--- src/rtl/fetch_pkg.sv ---
// fetch_pkg
// Shared definitions for the instruction fetch sequencer.
//   fetch_state_t : fetch FSM states (SETTLE, WAIT, HALTED)
//   halt_opcode() : the halt instruction (all ones) for a given word width
package fetch_pkg;

  typedef enum logic [1:0] {
    SETTLE = 2'd0,
    WAIT   = 2'd1,
    HALTED = 2'd2
  } fetch_state_t;

  // Returns an all-ones word of the requested width (up to 64 bits),
  // zero-extended to 64 bits so callers can cast it down to their width.
  function automatic logic [63:0] halt_opcode(input int width);
    logic [63:0] word;
    word = '0;
    for (int i = 0; i < 64; i++) begin
      if (i < width) begin
        word[i] = 1'b1;
      end
    end
    return word;
  endfunction

endpackage

--- src/rtl/instruction_fetch.sv ---
// instruction_fetch
// Program counter and fetch sequencer between the instruction BRAM medium
// and the decode stage.
//
// Parameters:
//   ADDRS        instruction memory depth in words (any value, not only 2^n)
//   INSTR_WIDTH  instruction word width
//   ADDR_SIZE    derived address width, $clog2(ADDRS)
//
// Ports:
//   clk_in           system clock
//   rst_in           synchronous active-high reset
//   addr_out         fetch address to the medium (the current pc)
//   instruction_in   word returned by the medium
//   valid_in         medium valid flag for addr_out
//   instr_out        held instruction presented to decode
//   pc_out           address of instr_out
//   instr_valid_out  output slot full
//   instr_ready_in   decode accepts the slot this cycle
//   jump_valid_in    single-cycle redirect request
//   jump_addr_in     redirect target
//
// Optional feature macro: INSTRUCTION_FETCH_HALT_EN
//   When defined, capturing an all-ones word delivers it to decode and then
//   parks the sequencer in HALTED until a jump or reset.
module instruction_fetch
  import fetch_pkg::*;
#(
  parameter  int ADDRS       = 256,
  parameter  int INSTR_WIDTH = 8,
  localparam int ADDR_SIZE   = $clog2(ADDRS)
) (
  input  logic                   clk_in,
  input  logic                   rst_in,
  output logic [ADDR_SIZE-1:0]   addr_out,
  input  logic [INSTR_WIDTH-1:0] instruction_in,
  input  logic                   valid_in,
  output logic [INSTR_WIDTH-1:0] instr_out,
  output logic [ADDR_SIZE-1:0]   pc_out,
  output logic                   instr_valid_out,
  input  logic                   instr_ready_in,
  input  logic                   jump_valid_in,
  input  logic [ADDR_SIZE-1:0]   jump_addr_in
);

  localparam logic [ADDR_SIZE-1:0] LAST_ADDR = ADDR_SIZE'(ADDRS - 1);

`ifdef INSTRUCTION_FETCH_HALT_EN
  localparam logic [INSTR_WIDTH-1:0] HALT_OPCODE = INSTR_WIDTH'(halt_opcode(INSTR_WIDTH));
`endif

  fetch_state_t           state_q, state_d;
  logic [ADDR_SIZE-1:0]   pc_q, pc_d;
  logic [INSTR_WIDTH-1:0] instrOut_q, instrOut_d;
  logic [ADDR_SIZE-1:0]   pcOut_q, pcOut_d;
  logic                   instrValid_q, instrValid_d;
  logic [ADDR_SIZE-1:0]   nextPc;

  // The memory depth need not be a power of two, so the wrap to address 0
  // is an explicit compare against the last valid address.
  assign nextPc = (pc_q == LAST_ADDR) ? '0 : pc_q + ADDR_SIZE'(1);

  // Next-state logic. A jump overrides everything: the held word is dropped
  // and the new address gets a SETTLE cycle, during which valid_in may still
  // belong to the old address and must be ignored. Otherwise a word is
  // captured in WAIT once the medium is valid and the slot is free or being
  // emptied this very cycle, so backpressure release costs no bubble.
  always_comb begin
    state_d      = state_q;
    pc_d         = pc_q;
    instrOut_d   = instrOut_q;
    pcOut_d      = pcOut_q;
    instrValid_d = instrValid_q;

    if (jump_valid_in) begin
      pc_d         = jump_addr_in;
      instrValid_d = 1'b0;
      state_d      = SETTLE;
    end else begin
      if (instrValid_q && instr_ready_in) begin
        instrValid_d = 1'b0;
      end

      case (state_q)
        SETTLE: begin
          state_d = WAIT;
        end
        WAIT: begin
          if (valid_in && (!instrValid_q || instr_ready_in)) begin
            instrOut_d   = instruction_in;
            pcOut_d      = pc_q;
            instrValid_d = 1'b1;
            pc_d         = nextPc;
            state_d      = SETTLE;
`ifdef INSTRUCTION_FETCH_HALT_EN
            if (instruction_in == HALT_OPCODE) begin
              state_d = HALTED;
            end
`endif
          end
        end
        HALTED: begin
          state_d = HALTED;
        end
        default: begin
          state_d = SETTLE;
        end
      endcase
    end
  end

  // State registers with synchronous reset back to a clean fetch of address 0.
  always_ff @(posedge clk_in) begin
    if (rst_in) begin
      state_q      <= SETTLE;
      pc_q         <= '0;
      instrOut_q   <= '0;
      pcOut_q      <= '0;
      instrValid_q <= 1'b0;
    end else begin
      state_q      <= state_d;
      pc_q         <= pc_d;
      instrOut_q   <= instrOut_d;
      pcOut_q      <= pcOut_d;
      instrValid_q <= instrValid_d;
    end
  end

  assign addr_out        = pc_q;
  assign instr_out       = instrOut_q;
  assign pc_out          = pcOut_q;
  assign instr_valid_out = instrValid_q;

endmodule

--- config.mk ---
export PLATFORM = sky130hd
export DESIGN_NAME = instruction_fetch
export DESIGN_NICKNAME = d
export VERILOG_FILES = /design/src/rtl/fetch_pkg.sv /design/src/rtl/instruction_fetch.sv
export SDC_FILE = /design/constraint.sdc
export NUM_CORES = 1
export LEC_CHECK = 0
export CAP_MARGIN = 0
export CORE_MARGIN = 4
export CORE_UTILIZATION = 46
export DETAILED_ROUTE_END_ITERATION = 8
export GPL_ROUTABILITY_DRIVEN = 0
export PLACE_DENSITY = 0.88
export SYNTH_ARGS = -nofsm -noshare
export SYNTH_HDL_FRONTEND = slang
export SYNTH_SLANG_ARGS = --single-unit
export TNS_END_PERCENT = 30
--- constraint.sdc ---
create_clock -name clk_in -period 2.33 [get_ports clk_in]
set_input_delay 0.3495 -clock clk_in [delete_from_list [all_inputs] [get_ports clk_in]]
set_output_delay 0.3495 -clock clk_in [all_outputs]
set_load 0.02 [all_outputs]
Word-level counts from Yosys, hierarchy flattened
Cells that the tools add are included.
Word-level totals
  output and inout bits: 25
  word-level logic and storage cells: 30
  bits in read-only memories: 0
  register bits: 27
  bits in latches: 0
  memories: 0
  memory bits (writable): 0
  input bits: 21
Operators by class
  add/sub/neg operators: 1
  div/mod/pow operators: 0
  equality and inequality tests: 4
  bitwise operators: 1
  shift-type cells: 0
  magnitude comparators: 0
  reduce and logical (&&, ||, !) cells: 10
  multiply operators: 0
  mux-type cells: 9
Operator list (count)
  $mux W8: 4
  $add A8 B1 Y8 const B: 1
  $eq A8 B8 Y1 const B: 1
  $pmux W2 S3: 1
  $reduce_bool A2 Y1: 2
  $mux W1: 3
  $reduce_and A3 Y1: 1
  $eq A2 B1 Y1 const B: 1
  $eq A2 B2 Y1 const B: 1
  $logic_and A1 B1 Y1: 2
  $logic_not A2 Y1: 1
  $mux W2: 1
  $ne A2 B2 Y1 const B: 1
  $reduce_and A2 Y1: 1
  $reduce_or A2 Y1: 1
  $logic_not A1 Y1: 1
  $logic_or A1 B1 Y1: 1
  $not A1 Y1: 1

Logic depth before layout (Yosys ltp)
  word-level depth: 6
  depth in mapped cells: 7
  gate-level depth less buffers: 5

Worst setup path before layout
No wires, ideal clock.
  kind: register to register
  from: register instrValid_q (netlist: instr_valid_out)
  to: register instrOut_q[0] (netlist: instr_out[0])
  stages on the path, launching flop included: 8
  buffers on the path: 3
  period minus slack after synthesis: 1.621 ns
  setup time: 0.132 ns
  data arrival time: 1.489 ns
  path slack: 0.709 ns
  data required time: 2.198 ns
  path through: dfxtp_1 > nor2b_4 > buf_6 > or4_1 > clkbuf_1 > buf_6 > nand2_1 > a21oi_1
Between the ends
  cells in the longest elaborated chain, start to end: 4
RTL lines
  start, declared: RTL line instruction_fetch.sv:56  | logic instrValid_q, instrValid_d;
  start signal, assigned: RTL line instruction_fetch.sv:125  | instrValid_q <= instrValid_d;
  $logic_not A1 Y1: RTL line instruction_fetch.sv:89  | if (valid_in && (!instrValid_q || instr_ready_in)) begin
  $logic_or A1 B1 Y1: RTL line instruction_fetch.sv:89
  $logic_and A1 B1 Y1: RTL line instruction_fetch.sv:89
  $reduce_and A3 Y1 (no line)
  end signal, assigned: RTL line instruction_fetch.sv:123  | instrOut_q <= instrOut_d;
  end, declared: RTL line instruction_fetch.sv:54  | logic [INSTR_WIDTH-1:0] instrOut_q, instrOut_d;
No other way between the ends.
A chain may end at the register's enable or synchronous reset.

Worst setup path in the final report
  from: register pc_q[3] (netlist: addr_out[3])
  to: output addr_out[3]
RTL lines
  start, declared: RTL line instruction_fetch.sv:53  | logic [ADDR_SIZE-1:0] pc_q, pc_d;
  start signal, assigned: RTL line instruction_fetch.sv:122  | pc_q <= pc_d;
  end, declared: RTL line instruction_fetch.sv:35  | output logic [ADDR_SIZE-1:0] addr_out,
No word-level cell between the ends.

==> results.cfg <==
[status]
status = finished clean

[grt]
grt_max_degree = 21
antenna_found_initial = 0
grt_pass1_wl_um = 4960
overflow = 0
grt_pass1_vias = 1130
track_usage_pct = 18.5

[clock_network]
hold_buffers = 0
htree_levels = 1
clock-sinks = 27
cts.clk_slew.worst_paths_ns = 0.16
clockBufferDepth = 2
cts_root_buffer = clkbuf_4
clk_latency_ns = 0.33
cts_setup_buffers = 0
cts_resized = 0
cts_made_buffers = 3
cts_tree = built

[logic_synthesis]
syn_nets = 168
synthCells = 146
async_reset_ff_share_pct = 0
syn_area_um2 = 1180
synth_edf_count = 0
ys_types = 31
yosysSeqAreaShare_pct = 45.9
yosysWarnings = 0
synth-main-ff-cell = dfxtp_1
avgSynthCellArea_um2 = 8.06
yosys_register_bits = 27

[timing]
worstMarginPinSlew_ns = 0.570
drv_slew = 0
finalCritPeriodShare_pct = 80.9
setup_ws_ns = 0.445
finClkSkew_ns = 0.0161
fin_tns_setup_ns = 0
fmax_ghz = 0.531
finalHoldViolCount = 0
min_period_ns = 1.88
max_slew_margin_pct = 61.9
rsz0062_at_grt = no
timing.hold.ws_ns = 0.446
finalSetupViolations = 0

[placed_design]
dp_slack_ns = 0.269
dp_hpwl_um = 2180
numPortBuffers = 45
place_inst = 211

[critical_path]
startpoint_type = flop
critPathLaunch = addr_out[3]
critical_path_depth = 1
max_stage_delay_ns = 0.67
worstPathMaxFanout = 8
cp.arrival_ns = 1.54
critPathKind = reg -> out
reg2reg_to = instr_out[4]
r2r-start = instr_valid_out
crit_path_end_kind = primary output
r2r_cells = 4
cp_top_family = buffers and inverters
worstPathRequired_ns = 1.98
r2r_slack_ns = 0.74
crit_slowest_cell = clkdlybuf4s50_1
worst-path-buf-inv = 1
cp_cell_sequence = clkdlybuf4s50_1

[floorplanning]
ioPinCount = 46
die_y_um = 58.6
initial_core_util_pct = 48.0
die_x_um = 58.6
coreArea_um2 = 2450
dieArea_um2 = 3430
rows = 18

[routing]
antenna_left = 0
vias = 1157
avgRoutedWirePerCell_um = 13.5
drtIter0Drc = 41
drcViolationCount = 0
dr.pass1.iters = 4
vias_per_cell = 5.38
wirelength_um = 2900

[worst_hold_path]
hold_path.startpoint = state_q[0]
hold_path.class = reg -> reg
min_path_cells = 1
holdPathEnd = state_q[1]

[pwr]
cellPowerDensity_nw_per_um2 = 508
power_leakage_nw = 0.543
ir_worst_vdd_mv = 0.329

[finish]
diodes = 0
final_cell_count_no_fill = 215
fin_nets = 208
drive_above_1_share_pct = 5.41
area_delta_synth_final_pct = 40.5
final_common_cell = clkdlybuf4s50_1
final_cell_mix = 45 x clkdlybuf4s50_1, 38 x nand2_1, 27 x dfxtp_1, 18 x a21oi_1, 6 x nor2_1
final_core_util_pct = 67.4

[run]
cap_violations = 0
[cell usage after synthesis (all sizes together), types with 2 or more instances]
cell type,number,area (µm²)
nand2,38,143
dfxtp,27,541
a21oi,18,90.1
clkbuf,9,37.5
nor2,6,22.5
a211oi,5,37.5
nand3,5,25.0
a31oi,4,31.3
buf,4,32.5
nor4,4,25.0
xnor2,4,35.0
inv,3,11.3
nand4,2,12.5
nor3,2,10.0
or3,2,12.5
[worst reg2reg max path, delay by kind of cell, from the launching register on]
kind             cells  cell delay, ns
AO/OA/AOI/OAI        1            0.08
AND/OR/NAND/NOR      3            1.05
flip-flops           1            0.34
[how the worst max path moves through the flow]
stage,endpoint
floorplan,instr_out[0]
global placement,instr_out[2]
detailed placement,instr_out[4]
CTS,addr_out[3]
global route,addr_out[3]
finish,addr_out[3]
[routing by layer]
layer	vias to the layer above	GRT usage [%]	share of wire [%]
li1	579	-	-
met1	519	22.5	44
met2	53	30.0	46
met3	6	5.92	8.9
met4	0	7.77	1.3
met5	-	0	0
[cell families (layout without fill, tap and decap cells)]
family / count (synthesis) / count (layout) / synth area share, %
compound gates: 31 / 31 / 16.0
xor+xnor: 4 / 4 / 2.98
fa+ha+maj: 1 / 1 / 1.06
buf+inv: 16 / 55 / 6.91
flops: 27 / 27 / 45.9
mux: 1 / 1 / 0.850
simple gates: 66 / 66 / 26.2
[power by group]
group	switching (W)	internal (W)
logic	0.0000611	0.0000734
clock network	0.000142	0.0000657
registers	0.0000208	0.000477
[sequential cells by signal (all words and copies together) (netlist names)]
name             count
instr_out            8
instr_valid_out      1
state_q              2
addr_out             8
pc_out               8
[cell type report]
class	instances	area (µm²)
clock buffers	3	22.5
clock inverters	1	7.51
fillers	204	801
inverters	3	11.3
multi-input cells	103	562
flip-flops and latches	27	541
well taps	30	37.5
repair buffers	48	473
[stage by stage]
stage | area, µm² | total power (W)
after global placement | 1620 | 0.000638
after detailed placement | 1620 | 0.000642
after CTS | 1650 | 0.000842
final | 1650 | 0.000840
after floorplan | 1180 | 0.000569
after global routing | 1650 | 0.000881
Power figures use the tool's default switching activity.
